File: src/rtl/pru_blit_if.sv
// Pixel write channel from the PRU blitter toward the framebuffer arbiter.
// valid/ready handshake; addr/data are held by the master while stalled.
interface pru_blit_if #(
    parameter int ADDR_W = 32
);
    logic              fb_wr_valid;
    logic              fb_wr_ready;
    logic [ADDR_W-1:0] fb_wr_addr;
    logic [15:0]       fb_wr_data;

    modport master (
        output fb_wr_valid,
        output fb_wr_addr,
        output fb_wr_data,
        input  fb_wr_ready
    );

    modport slave (
        input  fb_wr_valid,
        input  fb_wr_addr,
        input  fb_wr_data,
        output fb_wr_ready
    );
endinterface

File: src/rtl/pru_blit.sv
// PRU blitter: walks the 2-bit color map, maps it through a 4-entry RGB565 palette,
// and writes each cell upscaled SCALExSCALE into the framebuffer in raster order.
// Optional macro PRU_BLIT_TRANSPARENT_EN: index 0 is skipped (no write issued).
module pru_blit #(
    parameter int MAP_DIM  = 50,
    parameter int SCALE    = 4,
    parameter int FB_WIDTH = 640,
    parameter int ADDR_W   = 32
) (
    input  logic              clk,
    input  logic              rst,
    input  logic              start,
    input  logic [ADDR_W-1:0] base_addr,
    output logic              busy,
    output logic              done,
    output logic [5:0]        map_rd_row,
    output logic [5:0]        map_rd_col,
    input  logic [1:0]        map_rd_data,
    input  logic              pal_we,
    input  logic [1:0]        pal_idx,
    input  logic [15:0]       pal_data,
    pru_blit_if.master        fb
);
    localparam int SW = (SCALE > 1) ? $clog2(SCALE) : 1;

    typedef enum logic [1:0] {
        S_IDLE,
        S_FETCH,
        S_WRITE,
        S_DONE
    } state_e;

    state_e            state_q;
    logic [ADDR_W-1:0] base_q;
    logic [5:0]        r_q, c_q, r_d, c_d;
    logic [SW-1:0]     sy_q, sx_q, sy_d, sx_d;
    logic              busy_q, done_q, valid_q;
    logic [ADDR_W-1:0] addr_q;
    logic [15:0]       data_q;
    logic [3:0][15:0]  pal_q;

    logic              sx_last, c_last, sy_last, r_last, pix_last;
    logic [31:0]       off;

    assign sx_last  = (sx_q == SW'(SCALE - 1));
    assign c_last   = (c_q == 6'(MAP_DIM - 1));
    assign sy_last  = (sy_q == SW'(SCALE - 1));
    assign r_last   = (r_q == 6'(MAP_DIM - 1));
    assign pix_last = sx_last & c_last & sy_last & r_last;

    // Counter advance, innermost sx first, so output lines come out in raster order.
    always_comb begin
        sx_d = sx_q;
        c_d  = c_q;
        sy_d = sy_q;
        r_d  = r_q;
        if (!sx_last) begin
            sx_d = sx_q + SW'(1);
        end else begin
            sx_d = '0;
            if (!c_last) begin
                c_d = c_q + 6'd1;
            end else begin
                c_d = '0;
                if (!sy_last) begin
                    sy_d = sy_q + SW'(1);
                end else begin
                    sy_d = '0;
                    r_d  = r_last ? 6'd0 : r_q + 6'd1;
                end
            end
        end
    end

    assign off = (32'(r_q) * 32'(SCALE) + 32'(sy_q)) * 32'(FB_WIDTH)
               + 32'(c_q) * 32'(SCALE) + 32'(sx_q);

    always_ff @(posedge clk) begin
        if (rst) begin
            state_q <= S_IDLE;
            base_q  <= '0;
            r_q     <= '0;
            c_q     <= '0;
            sy_q    <= '0;
            sx_q    <= '0;
            busy_q  <= 1'b0;
            done_q  <= 1'b0;
            valid_q <= 1'b0;
            addr_q  <= '0;
            data_q  <= '0;
        end else begin
            case (state_q)
                S_IDLE: begin
                    done_q <= 1'b0;
                    if (start) begin
                        base_q  <= base_addr;
                        r_q     <= '0;
                        c_q     <= '0;
                        sy_q    <= '0;
                        sx_q    <= '0;
                        busy_q  <= 1'b1;
                        state_q <= S_FETCH;
                    end
                end
                S_FETCH: begin
`ifdef PRU_BLIT_TRANSPARENT_EN
                    if (map_rd_data == 2'd0) begin
                        r_q  <= r_d;
                        c_q  <= c_d;
                        sy_q <= sy_d;
                        sx_q <= sx_d;
                        if (pix_last) begin
                            busy_q  <= 1'b0;
                            done_q  <= 1'b1;
                            state_q <= S_DONE;
                        end else begin
                            state_q <= S_FETCH;
                        end
                    end else
`endif
                    begin
                        data_q  <= pal_q[map_rd_data];
                        addr_q  <= base_q + ADDR_W'(off);
                        valid_q <= 1'b1;
                        state_q <= S_WRITE;
                    end
                end
                S_WRITE: begin
                    if (fb.fb_wr_ready) begin
                        valid_q <= 1'b0;
                        r_q     <= r_d;
                        c_q     <= c_d;
                        sy_q    <= sy_d;
                        sx_q    <= sx_d;
                        if (pix_last) begin
                            busy_q  <= 1'b0;
                            done_q  <= 1'b1;
                            state_q <= S_DONE;
                        end else begin
                            state_q <= S_FETCH;
                        end
                    end
                end
                S_DONE: begin
                    done_q  <= 1'b0;
                    state_q <= S_IDLE;
                end
                default: state_q <= S_IDLE;
            endcase
        end
    end

    // Palette writes land on the next edge, so a same-edge FETCH capture sees the old entry.
    always_ff @(posedge clk) begin
        if (rst) begin
            pal_q <= {16'h001F, 16'h07E0, 16'hF800, 16'h0000};
        end else if (pal_we) begin
            pal_q[pal_idx] <= pal_data;
        end
    end

    assign busy           = busy_q;
    assign done           = done_q;
    assign map_rd_row     = r_q;
    assign map_rd_col     = c_q;
    assign fb.fb_wr_valid = valid_q;
    assign fb.fb_wr_addr  = addr_q;
    assign fb.fb_wr_data  = data_q;
endmodule

File: src/flat_wrapper.sv
// flat-port wrapper written by rule: the top's interface ports become plain ports
module pru_blit_flat 
#(
    parameter int MAP_DIM  = 50,
    parameter int SCALE    = 4,
    parameter int FB_WIDTH = 640,
    parameter int ADDR_W   = 32
)
  (clk, rst, start, base_addr, busy, done, map_rd_row, map_rd_col, map_rd_data, pal_we, pal_idx, pal_data, fb_fb_wr_valid, fb_fb_wr_addr, fb_fb_wr_data, fb_fb_wr_ready);
  pru_blit_if #(.ADDR_W(ADDR_W)) fb_i ();
  input  logic clk;
  input  logic rst;
  input  logic start;
  input  logic [ADDR_W-1:0] base_addr;
  output logic busy;
  output logic done;
  output logic [5:0] map_rd_row;
  output logic [5:0] map_rd_col;
  input  logic [1:0] map_rd_data;
  input  logic pal_we;
  input  logic [1:0] pal_idx;
  input  logic [15:0] pal_data;
  output wire logic [$bits(fb_i.fb_wr_valid)-1:0] fb_fb_wr_valid;
  output wire logic [$bits(fb_i.fb_wr_addr)-1:0] fb_fb_wr_addr;
  output wire logic [$bits(fb_i.fb_wr_data)-1:0] fb_fb_wr_data;
  input wire logic [$bits(fb_i.fb_wr_ready)-1:0] fb_fb_wr_ready;
  assign fb_fb_wr_valid = fb_i.fb_wr_valid;
  assign fb_fb_wr_addr = fb_i.fb_wr_addr;
  assign fb_fb_wr_data = fb_i.fb_wr_data;
  assign fb_i.fb_wr_ready = fb_fb_wr_ready;
  pru_blit #(.MAP_DIM(MAP_DIM), .SCALE(SCALE), .FB_WIDTH(FB_WIDTH), .ADDR_W(ADDR_W)) u_core (.clk(clk), .rst(rst), .start(start), .base_addr(base_addr), .busy(busy), .done(done), .map_rd_row(map_rd_row), .map_rd_col(map_rd_col), .map_rd_data(map_rd_data), .pal_we(pal_we), .pal_idx(pal_idx), .pal_data(pal_data), .fb(fb_i));
endmodule
File: config.mk
export PLATFORM = sky130hd
export DESIGN_NAME = pru_blit_flat
export DESIGN_NICKNAME = d
export VERILOG_FILES = /design/src/rtl/pru_blit_if.sv /design/src/rtl/pru_blit.sv /design/src/flat_wrapper.sv
export SDC_FILE = /design/constraint.sdc
export NUM_CORES = 1
export LEC_CHECK = 0
export BUFFER_PORTS_ARGS = -buffer_cell sky130_fd_sc_hd__buf_2
export CAP_MARGIN = 20
export CORE_MARGIN = 2
export CORE_UTILIZATION = 45
export DETAILED_ROUTE_END_ITERATION = 12
export PLACE_DENSITY = 0.76
export SLEW_MARGIN = 15
export SYNTH_ARGS = -nofsm -noshare
export SYNTH_HDL_FRONTEND = slang
export SYNTH_SLANG_ARGS = --single-unit
File: constraint.sdc
create_clock -name clk -period 3.87 [get_ports clk]
set_input_delay 0 -clock clk [delete_from_list [all_inputs] [get_ports clk]]
set_output_delay 0 -clock clk [all_outputs]
set_load 0.005 [all_outputs]
==> flow_summary.ini <==
[clocking]
clk_latency_ns = 0.43
numCtsBuffers = 17
cts_sinks = 165
path_clk_slew_ns = 0.07
ctsLongestPathBuffers = 2
clockRootBuffer = clkbuf_16
cts_tree = yes
cts.htree.levels = 4

[synth]
syn-instance-count = 992
async_flop_share_pct = 0
ys_seq_area_share_pct = 39.6
yosysTopAreaCellShare_pct = 39.6
synth-edff-count = 0
synth_largest_area_cell = dfxtp_1
netlist_area_um2 = 8340
ys_ff_latch = 165
yosysUniqueCellTypes = 60
synth_flop_cell = dfxtp_1
yosys-top-cells-area = dfxtp_1 (40%), nand2_1 (10%), ha_1 (8.4%)
yosysWarnings = 0
postSynthAreaPerCell_um2 = 8.41
synth_fp_nets = 1108

[route]
first_pass_iters = 9
via_count = 7557
vias_per_cell = 5.44
dr.first_iter.drc_count = 448
wl_per_cell_um = 15.7
drtAntennaViolNets = 0
drc_errors = 10
wl_mm = 21.9

[timing]
hold_slack_ns = 0.0469
fin_crit_ns = 3.76
fmax_ghz = 0.266
fin_crit_sh_pct = 97.3
hold_viol_final = 0
fin_ws_ns = 0.105
worstMarginPinSlew_ns = 0.855
slew_violations = 0
timing.slew.headroom_pct = 43.0
setup_viol = 0
fin_worst_skew_ns = 0.0127

[setup_path]
startpoint = u_core.map_rd_row[0]
crit_chain = ha_1 > inv_1 > fa_2 > buf_4 > xnor2_1 > ha_1 > ha_1 > o211ai_1 > nor2_1 > a221o_1 > a211oi_4 > buf_12 > or4_4 > a311oi_2
path_max_fanout = 13
critical-path-slowest-cell = ha_1
slowest_delay_ns = 0.41
criticalPathCategory = flip-flop to flip-flop
r2r-start = u_core.map_rd_row[0]
cp_common_cell = ha_1
cp.arrival_ns = 4.10
required_ns = 4.20
startpoint_type = flip-flop
worstSetupEndpointType = flip-flop

[die]
start_util_pct = 46.1
core_um2 = 18100
die_w_um = 140
top_level_ports = 120
die_h_um = 140
die_area_um2 = 19600
num_rows = 49

[global_route]
grt_pass1_vias = 7153
grt-ovfl-total = 0
antenna_found_initial = 0
grt_first_pass_wirelength_mm = 35.3
grt_start_max_net_pins = 86
grt.total_usage_pct = 22.1

[power_and_ir_drop]
p_comb_share_pct = 21.9
p_sw_w = 0.00145
power_frac_seq_pct = 40.6
powerDensity_nw_per_um2 = 454
clkPwrFrac_pct = 37.5
internal_power_w = 0.00332
ir_drop_mv = 0.323
swShare_pct = 30.4
p_leak_nw = 4.43

[hold_path]
hold_class = primary input to flip-flop
hp-start = pal_we

[run_status]
violations = design-rule violations
status = complete, but fails checks

[cells_and_area]
fin_nets = 1264
area_growth_pct = 25.7
layout-drive-gt1-share_pct = 19.6
diodes = 0
fillers = 1573

[run]
max_cap_violations = 0

[placement]
dp_hpwl_mm = 14.4
pre_cts_ws_ns = -0.127
gp_congestion = 0.869
io_buffers = 119
## kinds of logic after synthesis
family	share of synthesized area [%]
xor gates and xnor gates	2.52
AOI/OAI and AO/OA	13.9
and+or+nand+nor	23.7
buffers and inverters	3.80
adders and majority gates	9.12
muxes	7.32
DFF	39.6
## power by group through the flow
stage,clock (W),combinational (W),sequential [W]
after floorplan,0,0.000663,0.00195
after global placement,0,0.000948,0.00196
after detailed placement,0,0.000967,0.00197
after CTS,0.00182,0.00102,0.00193
after global routing,0.00189,0.00116,0.00195
final,0.00178,0.00104,0.00193
## registers in the layout, summed over array words and instances (netlist names), 2 cells and up
register and count:
u_core.sy_q 2, u_core.base_q 32, u_core.pal_q 64, u_core.map_rd_row 6, u_core.state_q 2, u_core.sx_q 2, u_core.map_rd_col 6, u_core.fb.fb_wr_addr 32
u_core.fb.fb_wr_data 16
## cell usage after synthesis, types with 8 or more instances
master      n
mux4_2     16
mux2i_1    25
a21o_1      9
nand3_1    23
xnor2_1    14
nor3b_1    14
dfxtp_1   165
nand3b_1   18
a21oi_1   115
inv_1      22
nand4_1    10
nor2_1     73
xor2_1     10
o21ai_0    15
nor3_1      8
clkbuf_1   48
nand2_1   232
ha_1       56
## critical path: cells and delay by family, from the launching register on
family | cells | cell delay (ns)
adder cells (fa/ha/maj) | 4 | 1.39
AO/OA/AOI/OAI | 4 | 0.77
AND/OR/NAND/NOR | 2 | 0.66
buffers and inverters | 3 | 0.36
flip-flops | 1 | 0.34
XOR/XNOR | 1 | 0.11
## final cells by class
type	count	area, µm²	share of cell area (%)
Inverter	22	82.6	0.788
Multi-Input combinational cell	747	4880	46.5
Clock inverter	13	185	1.77
Clock buffer	19	433	4.13
Timing Repair Buffer	195	1310	12.5
Sequential cell	165	3310	31.6
Tap cell	229	287	2.73
## per-stage QoR
stage	instances	instance area, µm²	power, W	utilization (%)	setup TNS (ns)
global placement	1304	9170	0.00291	50.7	0
finish	1390	10500	0.00476	57.9	0
global route	1390	10500	0.00500	57.9	-0.0259
detailed placement	1304	9170	0.00293	50.7	-0.220
floorplan	992	8340	0.00262	-	0
CTS	1389	10400	0.00477	57.2	0
## layout by cell type, fill, tap and decap left out, types with 5 or more instances in the layout
| master | instances |
|---|---|
| nor4b_1 | 6 |
| xor2_1 | 10 |
| nand3_1 | 23 |
| nand3b_1 | 18 |
| inv_6 | 5 |
| o21ai_1 | 7 |
| dfxtp_1 | 162 |
| inv_1 | 21 |
| o21a_1 | 5 |
| a21o_1 | 9 |
| a211oi_1 | 5 |
| nand2_1 | 231 |
| nor3b_1 | 14 |
| ha_4 | 8 |
| o21bai_1 | 6 |
| nand4_1 | 10 |
| buf_4 | 26 |
| a21oi_2 | 7 |
| a21oi_1 | 110 |
| nor2_1 | 72 |
| ha_1 | 48 |
| mux2i_1 | 25 |
| dlygate4sd3_1 | 50 |
| xnor2_1 | 14 |
| o21ai_0 | 15 |
| nand2b_1 | 5 |
| a311oi_1 | 5 |
| clkbuf_16 | 17 |
| or3_1 | 7 |
| buf_2 | 118 |
| nor3_1 | 8 |
| mux4_2 | 16 |
## path summary, 6_finish.rpt
path / to / slack [ns] / cells past startpoint
setup / recovery: u_core.fb.fb_wr_addr[29] / 0.11 / 14
hold / removal: u_core.pal_q[35] / 0.05 / 5
setup reg to reg: u_core.fb.fb_wr_addr[29] / 0.11 / 14
hold reg to reg: u_core.pal_q[2] / 0.45 / 2
## metal layers
metal | track usage, % | vias to the layer above | wire [µm]
li1 | - | 3761 | -
met1 | 27.0 | 3571 | 9480
met2 | 38.4 | 197 | 10900
met3 | 6.15 | 28 | 1220
met4 | 5.85 | 0 | 246
met5 | 0 | - | 0
## repair_timing
item | in CTS | in global routing
buffers inserted | 4 | 1
pin swaps | 8 | 14
gates resized for setup | 9 | 19
setup endpoints to repair | 8 | 13
hold buffers | 50 | 0
endpoints found under the hold margin | 98 | 0
No activity file was read; power rests on OpenSTA's default activity.
